==> src/rtl/rv32_ctrl_pkg.sv <==
// Shared RV32I control definitions: opcode[6:2] values, control-field
// encodings and the multi-cycle FSM state encoding.
package rv32_ctrl_pkg;

    // Opcode bits [6:2]
    localparam logic [4:0] OPC_LOAD   = 5'b00000;
    localparam logic [4:0] OPC_OP_IMM = 5'b00100;
    localparam logic [4:0] OPC_AUIPC  = 5'b00101;
    localparam logic [4:0] OPC_STORE  = 5'b01000;
    localparam logic [4:0] OPC_OP     = 5'b01100;
    localparam logic [4:0] OPC_LUI    = 5'b01101;
    localparam logic [4:0] OPC_BRANCH = 5'b11000;
    localparam logic [4:0] OPC_JALR   = 5'b11001;
    localparam logic [4:0] OPC_JAL    = 5'b11011;
    localparam logic [4:0] OPC_SYSTEM = 5'b11100;

    // ALUOp operation classes (4-bit base encoding, zero-extended at the top)
    localparam logic [3:0] ALU_R     = 4'd0;
    localparam logic [3:0] ALU_LD    = 4'd1;
    localparam logic [3:0] ALU_ST    = 4'd2;
    localparam logic [3:0] ALU_BR    = 4'd3;
    localparam logic [3:0] ALU_I     = 4'd4;
    localparam logic [3:0] ALU_LUI   = 4'd5;
    localparam logic [3:0] ALU_AUIPC = 4'd6;
    localparam logic [3:0] ALU_JAL   = 4'd7;
    localparam logic [3:0] ALU_JALR  = 4'd8;

    // Branch (next-PC source) encodings
    localparam logic [1:0] BR_PC4  = 2'b00;
    localparam logic [1:0] BR_COND = 2'b01;
    localparam logic [1:0] BR_JAL  = 2'b10;
    localparam logic [1:0] BR_JALR = 2'b11;

    // MemtoReg (writeback source) encodings
    localparam logic [1:0] WB_ALU   = 2'b00;
    localparam logic [1:0] WB_MEM   = 2'b01;
    localparam logic [1:0] WB_AUIPC = 2'b10;
    localparam logic [1:0] WB_PC4   = 2'b11;

    // Sequencer states
    typedef enum logic [2:0] {
        ST_BOOT   = 3'd0,
        ST_FETCH  = 3'd1,
        ST_DECODE = 3'd2,
        ST_EXEC   = 3'd3,
        ST_MEM    = 3'd4,
        ST_WB     = 3'd5,
        ST_HALT   = 3'd6,
        ST_TRAP   = 3'd7
    } state_t;

endpackage

==> src/rtl/rv32_op_decode.sv <==
// Combinational opcode classifier: maps opcode[6:2] to the static control
// fields used by the sequencer. SYSTEM is reported separately, not as legal.
module rv32_op_decode
    import rv32_ctrl_pkg::*;
(
    input  logic [4:0] op,
    output logic [3:0] alu_op,
    output logic       alu_src,
    output logic [1:0] mem_to_reg,
    output logic [1:0] jump,
    output logic       is_load,
    output logic       is_store,
    output logic       is_branch,
    output logic       is_system,
    output logic       legal
);

    // Opcode lookup with safe defaults for unlisted encodings
    always_comb begin
        alu_op     = ALU_R;
        alu_src    = 1'b0;
        mem_to_reg = WB_ALU;
        jump       = BR_PC4;
        is_load    = 1'b0;
        is_store   = 1'b0;
        is_branch  = 1'b0;
        is_system  = 1'b0;
        legal      = 1'b1;
        case (op)
            OPC_OP:     alu_op = ALU_R;
            OPC_LOAD:   begin alu_op = ALU_LD; alu_src = 1'b1; mem_to_reg = WB_MEM; is_load = 1'b1; end
            OPC_STORE:  begin alu_op = ALU_ST; alu_src = 1'b1; is_store = 1'b1; end
            OPC_BRANCH: begin alu_op = ALU_BR; is_branch = 1'b1; end
            OPC_OP_IMM: begin alu_op = ALU_I; alu_src = 1'b1; end
            OPC_LUI:    begin alu_op = ALU_LUI; alu_src = 1'b1; end
            OPC_AUIPC:  begin alu_op = ALU_AUIPC; alu_src = 1'b1; mem_to_reg = WB_AUIPC; end
            OPC_JAL:    begin alu_op = ALU_JAL; alu_src = 1'b1; mem_to_reg = WB_PC4; jump = BR_JAL; end
            OPC_JALR:   begin alu_op = ALU_JALR; alu_src = 1'b1; mem_to_reg = WB_PC4; jump = BR_JALR; end
            OPC_SYSTEM: begin is_system = 1'b1; legal = 1'b0; end
            default:    legal = 1'b0;
        endcase
    end

endmodule

==> src/rtl/multicycle_control_unit.sv <==
// Multi-cycle RV32I control sequencer: FETCH/DECODE/EXEC/MEM/WB with a
// memory request/ready handshake, stall timeout, halt and trap states.
// Handshake: mem_req is held high for the whole FETCH/MEM state; the access
// completes in the cycle mem_ready is seen high while mem_req is high.
module multicycle_control_unit
    import rv32_ctrl_pkg::*;
#(
    parameter int ALUOP_W        = 4,
    parameter int MEM_WAIT_MAX   = 15,
    parameter bit HALT_ON_SYSTEM = 1'b1
) (
    input  logic               clk,
    input  logic               rst,
    input  logic [4:0]         opcode,
    input  logic               mem_ready,
    output logic               mem_req,
    output logic               IRWrite,
    output logic               PCWrite,
    output logic [1:0]         Branch,
    output logic               MemRead,
    output logic               MemWrite,
    output logic [1:0]         MemtoReg,
    output logic               ALUSrc,
    output logic               RegWrite,
    output logic [ALUOP_W-1:0] ALUOp,
    output logic               halt,
    output logic               trap,
    output logic               retire
);

    localparam int CNT_W = (MEM_WAIT_MAX < 2) ? 1 : $clog2(MEM_WAIT_MAX + 1);

    state_t           state, state_n;
    logic [4:0]       op_q;
    logic [CNT_W-1:0] wait_cnt;

    logic [4:0] dec_in;
    logic [3:0] dec_alu_op;
    logic       dec_alu_src, dec_load, dec_store, dec_branch, dec_system, dec_legal;
    logic [1:0] dec_m2r, dec_jump;
    logic       stall, timeout;

    // In DECODE the live opcode is classified to pick the next state; in every
    // other state the latched op_q drives the control fields.
    assign dec_in = (state == ST_DECODE) ? opcode : op_q;

    rv32_op_decode u_dec (
        .op         (dec_in),
        .alu_op     (dec_alu_op),
        .alu_src    (dec_alu_src),
        .mem_to_reg (dec_m2r),
        .jump       (dec_jump),
        .is_load    (dec_load),
        .is_store   (dec_store),
        .is_branch  (dec_branch),
        .is_system  (dec_system),
        .legal      (dec_legal)
    );

    assign stall   = ((state == ST_FETCH) || (state == ST_MEM)) && !mem_ready;
    assign timeout = (MEM_WAIT_MAX != 0) && (wait_cnt == CNT_W'(MEM_WAIT_MAX));

    // State register, latched opcode and saturating stall counter
    always_ff @(posedge clk or posedge rst) begin
        if (rst) begin
            state    <= ST_BOOT;
            op_q     <= 5'd0;
            wait_cnt <= '0;
        end else begin
            state <= state_n;
            if (state == ST_DECODE)
                op_q <= opcode;
            if (!stall)
                wait_cnt <= '0;
            else if (wait_cnt != {CNT_W{1'b1}})
                wait_cnt <= wait_cnt + CNT_W'(1);
        end
    end

    // Next-state and control outputs. Everything is a function of state and
    // op_q except the completion strobes (IRWrite, store PCWrite/retire),
    // which fire only in the cycle the memory access actually completes.
    always_comb begin
        state_n  = state;
        mem_req  = 1'b0;
        IRWrite  = 1'b0;
        PCWrite  = 1'b0;
        Branch   = BR_PC4;
        MemRead  = 1'b0;
        MemWrite = 1'b0;
        MemtoReg = WB_ALU;
        ALUSrc   = 1'b0;
        RegWrite = 1'b0;
        ALUOp    = '0;
        halt     = 1'b0;
        trap     = 1'b0;
        retire   = 1'b0;
        case (state)
            ST_BOOT: state_n = ST_FETCH;
            ST_FETCH: begin
                mem_req = 1'b1;
                MemRead = 1'b1;
                if (mem_ready) begin
                    IRWrite = 1'b1;
                    state_n = ST_DECODE;
                end else if (timeout) begin
                    state_n = ST_TRAP;
                end
            end
            ST_DECODE: begin
                if (dec_system)
                    state_n = HALT_ON_SYSTEM ? ST_HALT : ST_TRAP;
                else if (!dec_legal)
                    state_n = ST_TRAP;
                else
                    state_n = ST_EXEC;
            end
            ST_EXEC: begin
                ALUOp  = ALUOP_W'(dec_alu_op);
                ALUSrc = dec_alu_src;
                if (dec_branch) begin
                    Branch  = BR_COND;
                    PCWrite = 1'b1;
                    retire  = 1'b1;
                    state_n = ST_FETCH;
                end else if (dec_load || dec_store) begin
                    state_n = ST_MEM;
                end else begin
                    state_n = ST_WB;
                end
            end
            ST_MEM: begin
                mem_req  = 1'b1;
                ALUSrc   = 1'b1;
                MemRead  = dec_load;
                MemWrite = dec_store;
                if (mem_ready) begin
                    if (dec_store) begin
                        PCWrite = 1'b1;
                        retire  = 1'b1;
                        state_n = ST_FETCH;
                    end else begin
                        state_n = ST_WB;
                    end
                end else if (timeout) begin
                    state_n = ST_TRAP;
                end
            end
            ST_WB: begin
                RegWrite = 1'b1;
                MemtoReg = dec_m2r;
                Branch   = dec_jump;
                ALUOp    = ALUOP_W'(dec_alu_op);
                ALUSrc   = dec_alu_src;
                PCWrite  = 1'b1;
                retire   = 1'b1;
                state_n  = ST_FETCH;
            end
            ST_HALT: halt = 1'b1;
            ST_TRAP: trap = 1'b1;
            default: state_n = ST_BOOT;
        endcase
    end

endmodule
==> config.mk <==
export PLATFORM = sky130hd
export DESIGN_NAME = multicycle_control_unit
export DESIGN_NICKNAME = d
export VERILOG_FILES = /design/src/rtl/rv32_ctrl_pkg.sv /design/src/rtl/rv32_op_decode.sv /design/src/rtl/multicycle_control_unit.sv
export SDC_FILE = /design/constraint.sdc
export NUM_CORES = 1
export LEC_CHECK = 0
export BUFFER_PORTS_ARGS = -buffer_cell sky130_fd_sc_hd__clkbuf_2
export CAP_MARGIN = 15
export CORE_MARGIN = 1
export CORE_UTILIZATION = 57
export CTS_CLUSTER_SIZE = 24
export DETAILED_ROUTE_END_ITERATION = 8
export GPL_TIMING_DRIVEN = 1
export MAX_ROUTING_LAYER = met4
export PLACE_DENSITY = 0.84
export SETUP_SLACK_MARGIN = 0.15
export SYNTH_ARGS = -nofsm -noshare
export SYNTH_HDL_FRONTEND = slang
export SYNTH_SLANG_ARGS = --single-unit
==> constraint.sdc <==
create_clock -name clk -period 4.75 [get_ports clk]
set_input_delay 0.2375 -clock clk [delete_from_list [all_inputs] [get_ports clk]]
set_output_delay 0.2375 -clock clk [all_outputs]
set_load 0.03 [all_outputs]
Yosys cells after proc, flatten, opt, wreduce, memory -nomap -nowiden --
Cells that the tools add are included.
Operators by class: add/subtract/negate cells 1, multiply operators 0, div/mod/pow operators 0, magnitude comparators 0, equal/unequal tests 19, shifts and indexed selects 0, mux-type cells 38, bitwise logic cells 0, reductions and logical operators 13
Operators by type and width (number):
- one-hot mux 4 bit (8 select lines) | 1
- two-way mux 3 bit | 7
- == test 5 bit (second input constant) | 4
- two-way mux 1 bit | 18
- == test 5 x 4 -> 1 bit (second input constant) | 3
- one-hot mux 3 bit (5 select lines) | 1
- == test 3 bit (second input constant) | 4
- two-way mux 4 bit | 3
- == test 5 x 3 -> 1 bit (second input constant) | 2
- OR reduction 9 bit | 1
- one-hot mux 2 bit (2 select lines) | 2
- OR reduction 2 bit | 4
- OR reduction 7 bit | 1
- == test 3 x 2 -> 1 bit (second input constant) | 2
- one-hot mux 2 bit (3 select lines) | 1
- logical NOT 5 bit | 1
- two-way mux 5 bit | 1
- nonzero test 5 bit | 1
- adder 4 x 1 -> 4 bit (second input constant) | 1
- == test 4 bit (second input constant) | 1
- != test 4 bit (second input constant) | 1
- one-hot mux 1 bit (2 select lines) | 2
- == test 3 x 1 -> 1 bit (second input constant) | 1
- logical NOT 3 bit | 1
- other kinds (6) | 7
Storage, ports and cells: register bits after elaboration 12, latch bits 0, RAM bits 0, ROM bits 0, input bits 8, output and inout port bits 18, memories 0

Depth between registers and ports, before layout --
depth in word-level cells 8, depth in mapped cells 7, mapped depth without buffers 6

Cells and area by module --
A second synthesis with hierarchy kept.
Unflattened totals: cell total of the unflattened synthesis 126, area, all modules 1016.0 um2
By module, submodules not included:
- multicycle_control_unit | times used 1, cells an instance 86, area an instance 792.0 um2, seq. area each 300.3 um2
- rv32_op_decode | times used 1, cells an instance 40, area an instance 224.0 um2, seq. area each 0.0 um2

Worst setup path before layout --
OpenSTA, ideal clock, no wires.
path type reg-to-output, start reg state[1], end out retire, data arrival time 2.670 ns, data required time 4.513 ns, path slack 1.842 ns, stages on the path, launching flop included 8, cell sequence dfrtp_1 -> buf_4 -> or3b_1 -> buf_6 -> or3_1 -> o31a_1 -> o31ai_1 -> buf_4
Between the ends: longest elaborated chain between the ends 7, elaborated cells on any way between the ends 13, those cells by class eq/ne (6); mux (7)
Ends and longest elaborated chain:
- start, declared | line multicycle_control_unit.sv:33 | state_t state, state_n;
- start signal, assigned | line multicycle_control_unit.sv:70 | state <= state_n;
- == test 3 x 2 -> 1 bit | line multicycle_control_unit.sv:45 | assign dec_in = (state == ST_DECODE) ? opcode : op_q;
- two-way mux 5 bit
- == test 5 x 4 -> 1 bit | line rv32_op_decode.sv:29 | case (op)
- two-way mux 1 bit | line rv32_op_decode.sv:29
- two-way mux 1 bit (2 in a row)
- one-hot mux 1 bit (3 select lines) *
- end, declared | line multicycle_control_unit.sv:28 | output logic retire
Every way passes the cells marked *; elsewhere a longest branch is shown, timed or not.

Final worst setup path --
start reg state[1], end out PCWrite
Between the ends: longest elaborated chain between the ends 7, elaborated cells on any way between the ends 13, those cells by class eq/ne (6); mux (7)
Ends and longest elaborated chain:
- == test 3 x 2 -> 1 bit | line multicycle_control_unit.sv:45
- two-way mux 5 bit
- == test 5 x 4 -> 1 bit | line rv32_op_decode.sv:29
- two-way mux 1 bit | line rv32_op_decode.sv:29
- two-way mux 1 bit | line multicycle_control_unit.sv:138 | if (dec_store) begin
- two-way mux 1 bit | line multicycle_control_unit.sv:137 | if (mem_ready) begin
- one-hot mux 1 bit (3 select lines) * | line multicycle_control_unit.sv:98 | case (state)
- end, declared | line multicycle_control_unit.sv:18 | output logic PCWrite,
Marks and branches as above.

==> flow_summary.ini <==
[logic_synthesis]
synth_top_family_by_area = simple AND/OR/NAND/NOR gates
synth_area_leader_cell = dfrtp_1
synth_compound_area_frac = 0.2156
yosys.area_share.simple = 0.3542
netlist.area_leader.share = 0.2682
synth_cell_types = 40
yosys-top-cells-area = dfrtp_1 27%, nor2_1 6.0%, nand2_1 5.7%
synth_edf_count = 0
synth-xor-area-share = 0.02346
ys_seq_area_frac = 0.2682
async_flop_share = 1.000
netlist_area_mm2 = 0.001120
synthCells = 154
yosys_warnings = 0
syn_avg_cell_area_um2 = 7.272
ys_top_cells_by_count = 18 x nor2_1, 17 x nand2_1, 12 x dfrtp_1, 11 x a21oi_1, 8 x o21ai_0
syn_nets = 163
yosys_most_used_dff = dfrtp_1
synth.most_common_cell = nor2_1
synthMuxAreaShare = 0.05587
synth_fa_ha_area_frac = 0.01117
ys_ff_latch = 12

[timing]
final_hold_viol_count = 0
fmax_mhz = 334.0
timing_max_transition_violations_final = 0
min_period_ps = 2994
skew_ps = 7.210
postLayoutSetupSlackWorst_ps = 1756
period_share = 0.6303
rsz0062_at_grt = no
fin_tns_setup_ps = 0
finalSetupViolCount = 0
tightest_slew_ps = 515.3
holdWs_ps = 335.7
max_slew_margin = 0.6529

[setup_path]
end_kind = output port
crit_slowest_cell = dfrtp_1
path_cells = or3b_1, or3_1, o31a_1, o31ai_1, clkbuf_2
slowest_delay_ps = 630
timing_worst_setup_path_type = reg2out
cp_max_fo = 19
worst_ep_required_time_ps = 4510
start_kind = flop
cp_data_arrival_time_ps = 2760

[pwr]
ir_drop_mv = 0.4395
p_leak_nw = 0.5770
p_per_area_mw_per_mm2 = 648.8

[floorplanning]
chipWidth_um = 46.33
std_cell_rows = 15
dieArea_mm2 = 0.002146
io_pins = 26
coreArea_mm2 = 0.001783
die_height_um = 46.33
start_util = 0.6281

[cts]
post_cts_resized = 0
cts_buffer_depth = 2
htreeDepth = 1
clk_latency_ps = 270
cts_setup_buffers = 0
cts_sinks = 12
cts_hold_buf = 1
root_buffer = clkbuf_4
cts-buffers-inserted = 3
tritoncts = built
clkTransAtPathRegs_ps = 70

[drt]
vias = 1222
wirelength_um = 2829
vias_per_cell = 6.110
first_pass_iters = 5
drt-initial-drc-count = 43
wl_per_cell_um = 14.15
postRouteAntennaNets = 0
drc = 0

[global_routing]
grt-ovfl-total = 0
grt_usage = 0.3003
grt_pass1_vias = 1058
grt_antenna_before_repair = 0
grt_pass1_wl_um = 4505
grt_max_degree = 20

[layout]
final_cells = 200
drive_gt1_frac = 0.1886
nets = 185
fillers = 164
antenna_cells = 0
area_delta_synth_final_pct = 13.97

[placed_design]
dp_cells = 195
io_buffers = 25
hpwl_um = 2127
place_ws_ps = 2103
globalplace.congestion = 0.9567

[worst_hold_path]
min_path_type = in2reg

[run_status]
outcome = completed

[flow_run]
cap_violations = 0
[stage by stage]
stage	area, um2	utilization	power, W
after floorplan	1120	-	0.0006267
after global placement	1230	0.6898	0.0007335
after detailed placement	1230	0.6898	0.0007408
after CTS	1276	0.7158	0.0008231
after global routing	1276	0.7158	0.0008886
final	1276	0.7158	0.0008281
[cells by family after synthesis]
group / after synthesis
DFF: 12
and+or+nand+nor: 77
adders and majority gates: 1
buffers and inverters: 17
AOI/OAI and AO/OA: 38
xor gates and xnor gates: 3
muxes: 6
[area by class of cell]
cell class / count / area (um2) / area share
clock buffers: 4 / 36.28 / 0.02843
inverters: 7 / 26.28 / 0.02059
multi-input cells: 125 / 739.5 / 0.5794
flip-flops and latches: 12 / 300.3 / 0.2353
well taps: 25 / 31.28 / 0.02451
repair buffers: 27 / 142.6 / 0.1118
[state kept, by name, indices dropped and copies added, names as in the netlist]
name,count
op_q,5
state,3
wait_cnt,4
[path summary, 6_finish.rpt]
check | to | depth (start not counted) | startpoint | slack (ps)
setup / recovery | PCWrite | 5 | state[1]$_DFFE_PP0P_ | 1760
hold / removal | op_q[4]$_DFF_PP0_ | 3 | opcode[4] | 340
setup reg to reg | state[2]$_DFFE_PP0P_ | 5 | state[1]$_DFFE_PP0P_ | 2440
hold reg to reg | wait_cnt[3]$_DFFE_PP0P_ | 1 | wait_cnt[3]$_DFFE_PP0P_ | 520
max in group asynchronous | state[2]$_DFFE_PP0P_ | 3 | rst | 3940
min in group asynchronous | op_q[2]$_DFF_PP0_ | 3 | rst | 490
[placed cells by master, fill, tap and decap left out, types with 6 or more instances in the layout]
master / count
clkbuf_2: 25
nor2_1: 18
nand2_1: 17
dfrtp_1: 12
a21oi_1: 11
o21ai_0: 8
nand2b_1: 7
inv_1: 7
nor3_1: 7
nand3_1: 6
[power by group]
group	internal (W)	switching [W]	leakage, nW	total (W)
Sequential	0.000141	0.000101	0.150	0.000242
Clock	0.0000466	0.0000343	0.0210	0.0000809
Combinational	0.000180	0.000325	0.406	0.000505
Total	0.000368	0.000460	0.577	0.000828
[layer usage]
layer	share of wire	GRT usage	vias to the layer above	wire length (um)
li1	-	-	597	-
met1	0.44	0.3720	569	1237
met2	0.50	0.4889	50	1408
met3	0.055	0.06275	6	157
met4	0.0088	0.08235	0	25
met5	0	-	-	0
[critical path, delay by kind of cell (launching register included)]
kind,cells,cell delay (ps)
compound gates,2,550
buf+inv,1,270
flops,1,630
simple gates,2,1030
(Power assumes the default switching activity.)
